## config.mk

```make
export PLATFORM = sky130hd
export DESIGN_NAME = uart_tx_sched
export DESIGN_NICKNAME = d
export VERILOG_FILES = /design/src/rtl/uart_pkg.sv /design/src/rtl/uart_tx_sched_rr_arbiter.sv /design/src/rtl/uart_tx_sched.sv
export SDC_FILE = /design/constraint.sdc
export NUM_CORES = 1
export LEC_CHECK = 0
export CAP_MARGIN = 40
export CORE_MARGIN = 3
export CORE_UTILIZATION = 35
export DETAILED_ROUTE_END_ITERATION = 16
export MAX_ROUTING_LAYER = met4
export PLACE_DENSITY = 0.68
export SLEW_MARGIN = 25
export SYNTH_ARGS = -nofsm -noshare
export SYNTH_HDL_FRONTEND = slang
export SYNTH_SLANG_ARGS = --single-unit
```

## constraint.sdc

```tcl
create_clock -name baud_clk -period 2.5 [get_ports baud_clk]
set_clock_uncertainty 0.1 [all_clocks]
set_input_delay 0.5 -clock baud_clk [delete_from_list [all_inputs] [get_ports baud_clk]]
set_output_delay 0.5 -clock baud_clk [all_outputs]
set_load 0.005 [all_outputs]
```

## src/rtl/uart_pkg.sv

```systemverilog
// uart_pkg: shared types, widths and parity helper for the UART transmit scheduler.
// Optional feature macro used by uart_tx_sched: UART_TX_TIMEOUT_EN.
package uart_pkg;

   localparam int UART_DATA_W = 8;

   typedef enum logic [2:0] {
      IDLE,
      LAUNCH,
      WAIT_ACTIVE,
      WAIT_DONE,
      GAP
   } tx_sched_state_e;

   function automatic logic parity_f(
      input logic [UART_DATA_W-1:0] data,
      input logic                   odd
   );
      return odd ? ~^data : ^data;
   endfunction

endpackage

```

## src/rtl/uart_tx_sched_rr_arbiter.sv

```systemverilog
// rr_arbiter: combinational round-robin grant, first active request at or
// after ptr (wrapping); grant is all-zero when en is low.
module rr_arbiter
   import uart_pkg::*;
#(
   parameter int NREQ = 2,
   parameter int PW   = $clog2(NREQ)
)(
   input  logic [NREQ-1:0] req,
   input  logic [PW-1:0]   ptr,
   input  logic            en,
   output logic [NREQ-1:0] grant,
   output logic [PW-1:0]   grant_idx
);

   localparam logic [PW:0] NR = (PW+1)'(NREQ);

   logic [PW:0] w_sum;
   logic        w_found;

   // Scan requesters starting at the pointer and take the first one asserted
   always_comb begin
      grant     = '0;
      grant_idx = '0;
      w_found   = 1'b0;
      w_sum     = '0;
      for (int k = 0; k < NREQ; k++) begin
         w_sum = {1'b0, ptr} + (PW+1)'(k);
         if (w_sum >= NR)
            w_sum = w_sum - NR;
         if (en && !w_found && req[w_sum[PW-1:0]]) begin
            w_found                = 1'b1;
            grant[w_sum[PW-1:0]]   = 1'b1;
            grant_idx              = w_sum[PW-1:0];
         end
      end
   end

endmodule

```

## src/rtl/uart_tx_sched.sv

```systemverilog
// uart_tx_sched: round-robin byte scheduler driving a PISO UART transmitter.
// Define UART_TX_TIMEOUT_EN to add the per-frame watchdog (timeout_err).
module uart_tx_sched
   import uart_pkg::*;
#(
   parameter int NREQ           = 2,
   parameter int PARITY_ODD     = 0,
   parameter int GAP_CYCLES     = 2,
   parameter int TIMEOUT_CYCLES = 256
)(
   input  logic                        baud_clk,
   input  logic                        reset_n,
   input  logic [NREQ-1:0]             req_valid,
   input  logic [NREQ*UART_DATA_W-1:0] req_data,
   output logic [NREQ-1:0]             req_ready,
   output logic [$clog2(NREQ)-1:0]     grant_id,
   output logic                        busy,
   output logic [UART_DATA_W-1:0]      piso_data_in,
   output logic                        piso_send,
   output logic                        piso_parity_bit,
   input  logic                        piso_active_flag,
   input  logic                        piso_done_flag,
   output logic                        timeout_err
);

   localparam int PW = $clog2(NREQ);
   localparam int GW = $clog2(GAP_CYCLES + 2);
   localparam logic [GW-1:0] GAP_LAST =
      GW'((GAP_CYCLES > 0) ? GAP_CYCLES - 1 : 0);
   localparam logic ODD = (PARITY_ODD != 0);
   localparam tx_sched_state_e POST_FRAME =
      (GAP_CYCLES == 0) ? IDLE : GAP;

   tx_sched_state_e        r_state;
   tx_sched_state_e        w_next;
   logic [PW-1:0]          r_ptr;
   logic [PW-1:0]          r_grant_id;
   logic [PW-1:0]          w_grant_idx;
   logic [NREQ-1:0]        w_grant;
   logic [UART_DATA_W-1:0] r_data;
   logic [UART_DATA_W-1:0] w_sel_data;
   logic                   r_parity;
   logic [GW-1:0]          r_gap_cnt;
   logic                   w_en;
   logic                   w_accept;
   logic                   w_waiting;
   logic                   w_timeout;

   assign w_en       = (r_state == IDLE) & reset_n;
   assign w_accept   = |w_grant;
   assign w_waiting  = (r_state == WAIT_ACTIVE) | (r_state == WAIT_DONE);
   assign w_sel_data = req_data[{w_grant_idx, 3'b000} +: UART_DATA_W];

   rr_arbiter #(
      .NREQ      (NREQ)
   ) u_arb (
      .req       (req_valid),
      .ptr       (r_ptr),
      .en        (w_en),
      .grant     (w_grant),
      .grant_idx (w_grant_idx)
   );

`ifdef UART_TX_TIMEOUT_EN
   localparam int TW = $clog2(TIMEOUT_CYCLES + 1);
   logic [TW-1:0] r_wd_cnt;

   // Time spent waiting on the PISO; restarts with every accepted byte
   always_ff @(posedge baud_clk or negedge reset_n) begin
      if (!reset_n)
         r_wd_cnt <= '0;
      else if (w_accept)
         r_wd_cnt <= '0;
      else if (w_waiting)
         r_wd_cnt <= r_wd_cnt + 1'b1;
   end

   assign w_timeout = w_waiting & ~piso_done_flag &
                      (r_wd_cnt == TW'(TIMEOUT_CYCLES - 1));
`else
   assign w_timeout = 1'b0;
`endif

   assign req_ready       = w_grant;
   assign grant_id        = r_grant_id;
   assign piso_data_in    = r_data;
   assign piso_parity_bit = r_parity;
   assign timeout_err     = w_timeout;

   // State register
   always_ff @(posedge baud_clk or negedge reset_n) begin
      if (!reset_n)
         r_state <= IDLE;
      else
         r_state <= w_next;
   end

   // Next-state and state-decoded outputs
   always_comb begin
      w_next    = r_state;
      busy      = (r_state != IDLE);
      piso_send = (r_state == LAUNCH);
      unique case (r_state)
         IDLE:
            if (w_accept)
               w_next = LAUNCH;
         LAUNCH:
            w_next = WAIT_ACTIVE;
         WAIT_ACTIVE:
            if (piso_done_flag || w_timeout)
               w_next = POST_FRAME;
            else if (piso_active_flag)
               w_next = WAIT_DONE;
         WAIT_DONE:
            if (piso_done_flag || w_timeout)
               w_next = POST_FRAME;
         GAP:
            if (r_gap_cnt == GAP_LAST)
               w_next = IDLE;
         default:
            w_next = IDLE;
      endcase
   end

   // Holding register, parity, grant id and round-robin pointer
   always_ff @(posedge baud_clk or negedge reset_n) begin
      if (!reset_n) begin
         r_ptr      <= '0;
         r_grant_id <= '0;
         r_data     <= '0;
         r_parity   <= 1'b0;
      end else if (w_accept) begin
         r_data     <= w_sel_data;
         r_parity   <= parity_f(w_sel_data, ODD);
         r_grant_id <= w_grant_idx;
         r_ptr      <= (w_grant_idx == PW'(NREQ - 1)) ?
                       '0 : w_grant_idx + 1'b1;
      end
   end

   // Inter-frame gap counter, running only while in GAP
   always_ff @(posedge baud_clk or negedge reset_n) begin
      if (!reset_n)
         r_gap_cnt <= '0;
      else if (r_state != GAP)
         r_gap_cnt <= '0;
      else
         r_gap_cnt <= r_gap_cnt + 1'b1;
   end

endmodule

```

==> impl_metrics.yaml, run 1 <==
run_status:
  status: "finished clean"
clock_network:
  cts_tree: "built"
  hold_buffers: 0
  cts_made_buffers: 3
  cts_root_buffer: "clkbuf_4"
  clk_pin_slew_ns: 0.10
  cts.htree.levels: 1
  clkLatencyLatePin_ns: 0.28
  clock-sinks: 16
  cts_buffer_depth: 2
synth:
  syn_nets: 110
  netlist_area_um2: 881
  ys_dominant_reg_cell: "dfrtp_1"
  avgSynthCellArea_um2: 10.1
  synth_common_cells: "dfrtp_1, xnor2_1, nand2_1"
  synthArstFlopShare: 1.00
  ys_warn_count: 0
  synthesis.instances: 87
  synth-seq-cells: 16
  seq_area_frac_synth: 0.455
  yosys.area.top_type: "dfrtp_1"
  synth.distinct_cells: 22
  yosys.area.top_type_share: 0.455
  synth_edf_count: 0
  synth.most_common_cell: "dfrtp_1"
  synth_top_cells_by_area: "dfrtp_1, xnor2_1, mux2i_1"
floorplanning:
  die_x_um: 56.2
  num_io_pins: 37
  die_h_um: 56.2
  core_mm2: 0.00230
  num_rows: 17
  start_util: 0.383
  dieArea_mm2: 0.00315
power_and_ir_drop:
  seq_power_share: 0.351
  switching_share: 0.326
  power_density_mw_per_mm2: 940
  clkPwrFrac: 0.130
  power_frac_comb: 0.520
  p_sw_mw: 0.432
  intPower_mw: 0.894
  p_leak_nw: 0.672
  ir_worst_vdd_uv: 519
placed_design:
  portBuffers: 35
  place.gp.congestion: 0.794
  dp_slack_ns: -0.112
  dpl.hpwl_um: 1570
critical_path:
  slowest_delay_ns: 0.55
  cp_top_family: "buffers and inverters"
  crit_path_start_kind: "input pin"
  required_ns: 2.56
  cp_cell_sequence: "clkdlybuf4s50_1, o21ai_2, buf_4, buf_4, buf_4, buf_4, buf_4, buf_4, buf_4, buf_4, buf_8, nand2_1, o221ai_1"
  critPathMostFrequentCell: "buf_4"
  critical_path_buf_inv_count: 10
  r2r_slack_ns: 0.13
  crit_fanout: 20
  crit_path_top_delay_cell: "clkdlybuf4s50_1"
  critPathArrivalTime_ns: 2.45
  crit_type: "input pin to flip-flop"
  end_kind: "flip-flop"
sta:
  timing.hold.ws_ns: 0.206
  finalCriticalPeriod_ns: 2.39
  hold_viol_final: 0
  fmax_mhz: 419
  finalSetupViolCount: 0
  min_period_over_period: 0.954
  maxSlewViolCount: 0
  rsz0062_at_grt: "no"
  layout_setup_ws_ns: 0.114
layout:
  fin_nets: 161
  fillCellCount: 198
  layout-drive-gt1-share: 0.190
  insertedDiodeCount: 0
  synthToLayoutAreaGrowth_pct: 60.2
route:
  drtIter0Drc: 16
  remaining_drc_errors: 0
  post_drt_wl_per_cell_um: 13.4
  dr.pass1.iters: 3
  routed_via_density: 4.72
  ant_nets: 0
  wl_um: 2220
  vias: 779
global_route:
  grt_max_degree: 21
  track_usage: 0.158
  globalRoute.totalOverflow: 0
  antenna_found_initial: 0
  grt_pass1_wl_um: 3750
  grt_pass1_vias: 814
run:
  max_cap_violations: 0
worst_hold_path:
  hp-class: "input pin to asynchronous set/reset pin"
-- worst register-to-register path: stages (launching register included) --
cell and delay [ns]:
dfrtp_1 0.44, nor4b_4 0.30, o21ai_2 0.11, buf_4 0.14, buf_4 0.12, buf_4 0.12
buf_4 0.12, buf_4 0.12, buf_4 0.12, buf_4 0.12, buf_4 0.13, buf_8 0.14
nand2_1 0.07, o221ai_1 0.10
-- cells by family (layout without fill, tap and decap cells) --
family / Yosys count / in the layout / synth area share
AO/OA/AOI/OAI: 14 / 14 / 0.0895
XOR/XNOR: 14 / 14 / 0.139
flip-flops: 16 / 16 / 0.455
adder cells (fa/ha/maj): 1 / 1 / 0.0142
AND/OR/NAND/NOR: 24 / 24 / 0.153
buffers and inverters: 9 / 59 / 0.0540
multiplexers: 8 / 8 / 0.0909
other: 1 / 1 / 0.00426
-- cell usage in the layout, fill, tap and decap left out, types with 2 or more instances in the layout --
cell and count:
a21oi_1 2, buf_4 14, clkbuf_4 3, clkdlybuf4s50_1 32
dfrtp_1 14, dfrtp_2 2, dlygate4sd2_1 3, inv_1 4
mux2i_1 8, nand2_1 13, nand3b_1 2, nor2_1 3
o21ai_0 8, xnor2_1 14
-- final cells by class --
class / count / area, µm² / area share
timing repair buffer: 50 / 467 / 0.331
multi-input combinational: 62 / 452 / 0.320
sequential: 16 / 403 / 0.285
clock buffer: 4 / 36.3 / 0.0257
tap: 28 / 35.0 / 0.0248
inverter: 5 / 18.8 / 0.0133
-- per-layer routing --
layer | vias up | routed length, µm | GRT usage
met3 | 4 | 127 | 0.0418
met4 | 0 | 42 | 0.0712
met2 | 27 | 1020 | 0.245
met5 | - | 0 | -
met1 | 359 | 1030 | 0.191
li1 | 389 | - | -
-- power by group through the flow --
stage               Combinational, mW  Sequential [mW]  Clock, mW
global placement                0.580            0.468          0
detailed placement              0.594            0.475          0
floorplan                       0.267            0.465          0
CTS                             0.670            0.470      0.173
global route                    0.757            0.481      0.189
finish                          0.689            0.465      0.172
-- metrics by stage --
| stage | TNS, ns | cell area, µm² | cells | utilization | power (mW) |
|---|---|---|---|---|---|
| after global routing | 0 | 1410 | 165 | 0.614 | 1.43 |
| after detailed placement | -0.207 | 1280 | 152 | 0.558 | 1.07 |
| final | 0 | 1410 | 165 | 0.614 | 1.33 |
| after CTS | 0 | 1400 | 164 | 0.608 | 1.31 |
| after floorplan | 0 | 881 | 87 | - | 0.732 |
| after global placement | -0.176 | 1280 | 152 | 0.558 | 1.05 |
-- path summary, 6_finish.rpt --
kind                         startpoint         endpoint  depth (start not counted)
max                        req_valid[1]  piso_parity_bit                         13
max reg2reg                  r_state[0]  piso_parity_bit                         13
max in group asynchronous       reset_n       r_state[2]                          2
min reg2reg                r_gap_cnt[0]     r_gap_cnt[0]                          1
min                             reset_n       r_state[1]                          2
min in group baud_clk      r_gap_cnt[0]     r_gap_cnt[0]                          1
-- flip-flops by register name, indices dropped and copies added (netlist names) --
signal / count
r_state: 3
r_gap_cnt: 2
r_ptr: 1
piso_parity_bit: 1
piso_data_in: 8
grant_id: 1
-- what timing repair did --
| action | 4_1_cts | 5_1_grt |
|---|---|---|
| setup endpoints to repair | 2 | 11 |
| buffers inserted | 8 | 1 |
| gates resized for setup | 8 | 3 |
(Power assumes the default switching activity.)
==> inputs of run 2 (changes only) <==
--- a/config.mk
+++ b/config.mk
@@ -9,6 +9,6 @@
 export CORE_MARGIN = 3
-export CORE_UTILIZATION = 35
+export CORE_UTILIZATION = 44
 export DETAILED_ROUTE_END_ITERATION = 16
 export MAX_ROUTING_LAYER = met4
-export PLACE_DENSITY = 0.68
+export PLACE_DENSITY = 0.82
 export SLEW_MARGIN = 25
==> constraint.sdc (replaced) <==
create_clock -name baud_clk -period 2.5 [get_ports baud_clk]
set_clock_uncertainty 0.1 [all_clocks]
set_input_delay 0.375 -clock baud_clk [delete_from_list [all_inputs] [get_ports baud_clk]]
set_output_delay 0.375 -clock baud_clk [all_outputs]
set_load 0.005 [all_outputs]
==> run 2 against run 1 <==
  * Core utilization increased by 12 points
  * Cell count fell by 7.9%
  * Highest routed layer unchanged
  * Global-route usage up 2.4 points
  * Critical endpoint is now req_ready[1]
  * Critical path type is now input pin to primary output
==> impl_metrics.yaml, run 2 (synthesized netlist as in run 1, its figures left out) <==
route:
  ant_nets: 0
  remaining_drc_errors: 0
  wl_um: 2120
  post_drt_wl_per_cell_um: 14.0
  routed_via_density: 4.88
  drtIter0Drc: 8
  dr.pass1.iters: 4
  vias: 742
global_route:
  grt_pass1_wl_um: 3370
  grt_max_degree: 21
  globalRoute.totalOverflow: 0
  grt_pass1_vias: 752
  track_usage: 0.182
  antenna_found_initial: 0
power_and_ir_drop:
  power_frac_comb: 0.476
  ir_worst_vdd_uv: 653
  switching_share: 0.336
  clkPwrFrac: 0.142
  intPower_mw: 0.821
  p_leak_nw: 0.623
  power_density_mw_per_mm2: 941
  p_sw_mw: 0.416
  seq_power_share: 0.382
sta:
  rsz0062_at_grt: "no"
  maxSlewViolCount: 0
  fin_tns_setup_ns: 0
  hold_viol_final: 0
  finalCriticalPeriod_ns: 2.37
  min_period_over_period: 0.948
  finalSetupViolCount: 0
  fmax_mhz: 422
layout:
  multi_input_area_um2: 437
  largest_reg_flops: 8
  final_cell_area_mm2: 0.00132
  final_common_cell: "clkdlybuf4s50_1"
  final_cell_mix: "clkdlybuf4s50_1, dfrtp_1, xnor2_1"
  insertedDiodeCount: 0
  layout-drive-gt1-share: 0.102
  final_util: 0.730
  fillCellCount: 149
  instances_no_fill: 152
  regArea_um2: 402
  fin_nets: 151
  synthToLayoutAreaGrowth_pct: 49.3
placed_design:
  place_area_mm2: 0.00126
  portBuffers: 35
  dp.cells: 146
  dpl.hpwl_um: 1680
  place.gp.congestion: 0.827
clock_network:
  cts_root_buffer: "clkbuf_4"
  cts_made_buffers: 3
  clock-sinks: 16
  clkLatencyLatePin_ns: 0.29
  cts.htree.levels: 1
  clk_pin_slew_ns: 0.10
  cts_tree: "built"
  cts_buffer_depth: 2
floorplanning:
  start_util: 0.489
  die_x_um: 50.7
  num_rows: 15
  num_io_pins: 37
  die_h_um: 50.7
  core_mm2: 0.00180
  dieArea_mm2: 0.00257
worst_hold_path:
  hp-class: "input pin to asynchronous set/reset pin"
critical_path:
  crit_fanout: 3
  crit_path_start_kind: "input pin"
  required_ns: 2.03
  crit_type: "input pin to primary output"
  critPathArrivalTime_ns: 1.89
  end_kind: "primary output"
run:
  max_cap_violations: 0
run_status:
  status: "finished clean"
## run 2: changes by cell type in the layout (fill, tap and decap cells not counted), sizes merged
cell and change:
dlymetal6s2s +1, clkdlybuf4s50 +2, buf -10, dlygate4sd2 -3
## run 2: worst paths after layout
path                              startpoint         endpoint  slack [ns]  cells after the start
worst max-delay path                 reset_n     req_ready[1]        0.13                      6
worst min-delay path                 reset_n  piso_data_in[5]        0.33                      2
worst max register to register    r_state[1]  piso_data_in[2]        0.77                      6
worst min register to register  r_gap_cnt[0]     r_gap_cnt[0]        0.34                      1
max in group asynchronous            reset_n       r_state[1]        1.77                      2
min in group baud_clk           r_gap_cnt[0]     r_gap_cnt[0]        0.34                      1
## run 2: critical path, cell delays in order
cell and delay [ns]:
clkdlybuf4s50_1 0.48, nor4b_4 0.22, buf_4 0.16, nand3_2 0.08, inv_1 0.08, clkdlybuf4s50_1 0.50
## run 2: final cells by class
class                   instances  share of cell area
multi-input cells              62               0.332
flip-flops and latches         16               0.305
repair buffers                 40               0.297
clock buffers                   4              0.0276
well taps                      25              0.0238
inverters                       5              0.0143
## run 2: metrics by stage
step | setup WS, ns | hold slack, ns | power, mW
global placement | 0.103 | 0.318 | 1.02
global route | 0.0196 | 0.351 | 1.32
finish | 0.130 | 0.331 | 1.24
CTS | 0.0225 | 0.333 | 1.23
floorplan | 0.916 | -0.0206 | 0.732
detailed placement | 0.0622 | 0.327 | 1.05
## run 2: timing repair
item	4_1_cts	5_1_grt
setup buffers	0	2
resized for setup	0	3
hold buffers	0	0
hold endpoints to repair	0	0
setup endpoints to repair	0	1
## run 2: power by group through the flow
stage / sequential [mW] / clock [mW] / combinational (mW)
2_1_floorplan: 0.465 / 0 / 0.267
5_1_grt: 0.489 / 0.190 / 0.645
4_1_cts: 0.471 / 0.180 / 0.580
3_3_place_gp: 0.468 / 0 / 0.556
3_5_place_dp: 0.475 / 0 / 0.579
6_report: 0.473 / 0.176 / 0.589
## run 2: per-layer routing
metal | up-vias | part of all wire | global-route usage
met5 | - | 0 | -
met4 | 0 | 0.035 | 0.121
met3 | 8 | 0.037 | 0.0267
met2 | 24 | 0.51 | 0.296
met1 | 343 | 0.42 | 0.207
li1 | 367 | - | -
==> inputs of run 3 (changes only) <==
Settings changed: MAX_ROUTING_LAYER met4 to not set.
==> run 3 against run 2 <==
  * Wire length is essentially flat
  * Sequential share of layout area unchanged
  * Global-route usage shrank 0.54 points
  * Setup slack is essentially flat
  * Total power hardly changed
  * Maximum frequency about the same
  * Critical path type unchanged
==> impl_metrics.yaml, run 3 (synthesized netlist as in run 1, its figures left out) <==
run_status:
  status: "finished clean"
layout:
  insertedDiodeCount: 0
  fin_nets: 151
  largest_reg_flops: 8
  final_cell_mix: "clkdlybuf4s50_1, dfrtp_1, xnor2_1"
  layout-drive-gt1-share: 0.102
  final_util: 0.730
  final_common_cell: "clkdlybuf4s50_1"
  fillCellCount: 149
  synthToLayoutAreaGrowth_pct: 49.3
critical_path:
  end_kind: "primary output"
  crit_path_start_kind: "input pin"
  reg2reg_from: "r_state[1]"
  required_ns: 2.03
  crit_type: "input pin to primary output"
  r2r_end: "piso_data_in[2]"
  r2r_slack_ns: 0.77
  rr_worst_depth: 6
  critPathArrivalTime_ns: 1.89
  crit_fanout: 3
sta:
  layout_setup_ws_ns: 0.131
  finalCriticalPeriod_ns: 2.37
  hold_viol_final: 0
  rsz0062_at_grt: "no"
  fmax_mhz: 422
  maxSlewViolCount: 0
  finalSetupViolCount: 0
  min_period_over_period: 0.948
  fin_tns_setup_ns: 0
floorplanning:
  dieArea_mm2: 0.00257
  num_rows: 15
  start_util: 0.489
  die_h_um: 50.7
  core_mm2: 0.00180
  num_io_pins: 37
  die_x_um: 50.7
clock_network:
  hold_buffers: 0
  clkLatencyLatePin_ns: 0.29
  clock-sinks: 16
  cts_tree: "built"
  clk_pin_slew_ns: 0.10
  cts_root_buffer: "clkbuf_4"
  cts_made_buffers: 3
  cts_buffer_depth: 2
  cts.htree.levels: 1
global_route:
  track_usage: 0.176
  antenna_found_initial: 0
  grt_pass1_vias: 754
  grt_max_degree: 21
  globalRoute.totalOverflow: 0
  grt_pass1_wl_um: 3360
route:
  vias: 738
  post_drt_wl_per_cell_um: 14.0
  remaining_drc_errors: 0
  drtIter0Drc: 6
  wl_um: 2130
  dr.pass1.iters: 4
  ant_nets: 0
  routed_via_density: 4.86
placed_design:
  portBuffers: 35
  dp_slack_ns: 0.0622
  dpl.hpwl_um: 1680
  place.gp.congestion: 0.815
power_and_ir_drop:
  p_leak_nw: 0.623
  ir_worst_vdd_uv: 653
  power_density_mw_per_mm2: 940
worst_hold_path:
  hp-class: "input pin to asynchronous set/reset pin"
run:
  max_cap_violations: 0
run 3: stage by stage:
stage                     cells  total power, mW  cell area (µm²)  hold slack (ns)
final                       152             1.24             1320            0.333
after global routing        152             1.32             1320            0.351
after CTS                   150             1.23             1290            0.333
after detailed placement    146             1.05             1260            0.327
after global placement      146             1.02             1260            0.318
after floorplan              87            0.732              881          -0.0206
run 3: power by group:
group | internal (mW) | leakage [nW] | switching (mW)
Sequential | 0.375 | 0.200 | 0.0980
Combinational | 0.357 | 0.403 | 0.231
Clock | 0.0887 | 0.0210 | 0.0862
run 3: critical path, cell delays in order:
cell and delay [ns]:
clkdlybuf4s50_1 0.48, nor4b_4 0.22, buf_4 0.16, nand3_2 0.08, inv_1 0.08, clkdlybuf4s50_1 0.50
run 3: worst max path at each step:
stage | end | cells after the start | start | slack, ns
floorplan | req_ready[1] | 4 | r_state[1] | 0.92
finish | req_ready[1] | 6 | reset_n | 0.13
detailed placement | req_ready[0] | 6 | reset_n | 0.06
CTS | req_ready[0] | 5 | r_state[1] | 0.02
global placement | req_ready[0] | 6 | reset_n | 0.10
global route | req_ready[1] | 6 | reset_n | 0.02
run 3: layout make-up:
type                       count  area [µm²]  area share
tap                           25        31.3      0.0238
inverter                       5        18.8      0.0143
sequential                    16         402       0.305
timing repair buffer          40         390       0.297
clock buffer                   4        36.3      0.0276
multi-input combinational     62         437       0.332
run 3: metal layers:
| layer | up-vias | wire, µm | global-route usage |
|---|---|---|---|
| met5 | - | 0 | 0 |
| met1 | 338 | 901 | 0.205 |
| met2 | 26 | 1070 | 0.296 |
| li1 | 366 | - | - |
| met4 | 0 | 74 | 0.121 |
| met3 | 8 | 83 | 0.0267 |
run 3: what timing repair did:
item,CTS,global route
gates resized for setup,0,3
buffers inserted,0,2
setup endpoints to repair,0,1
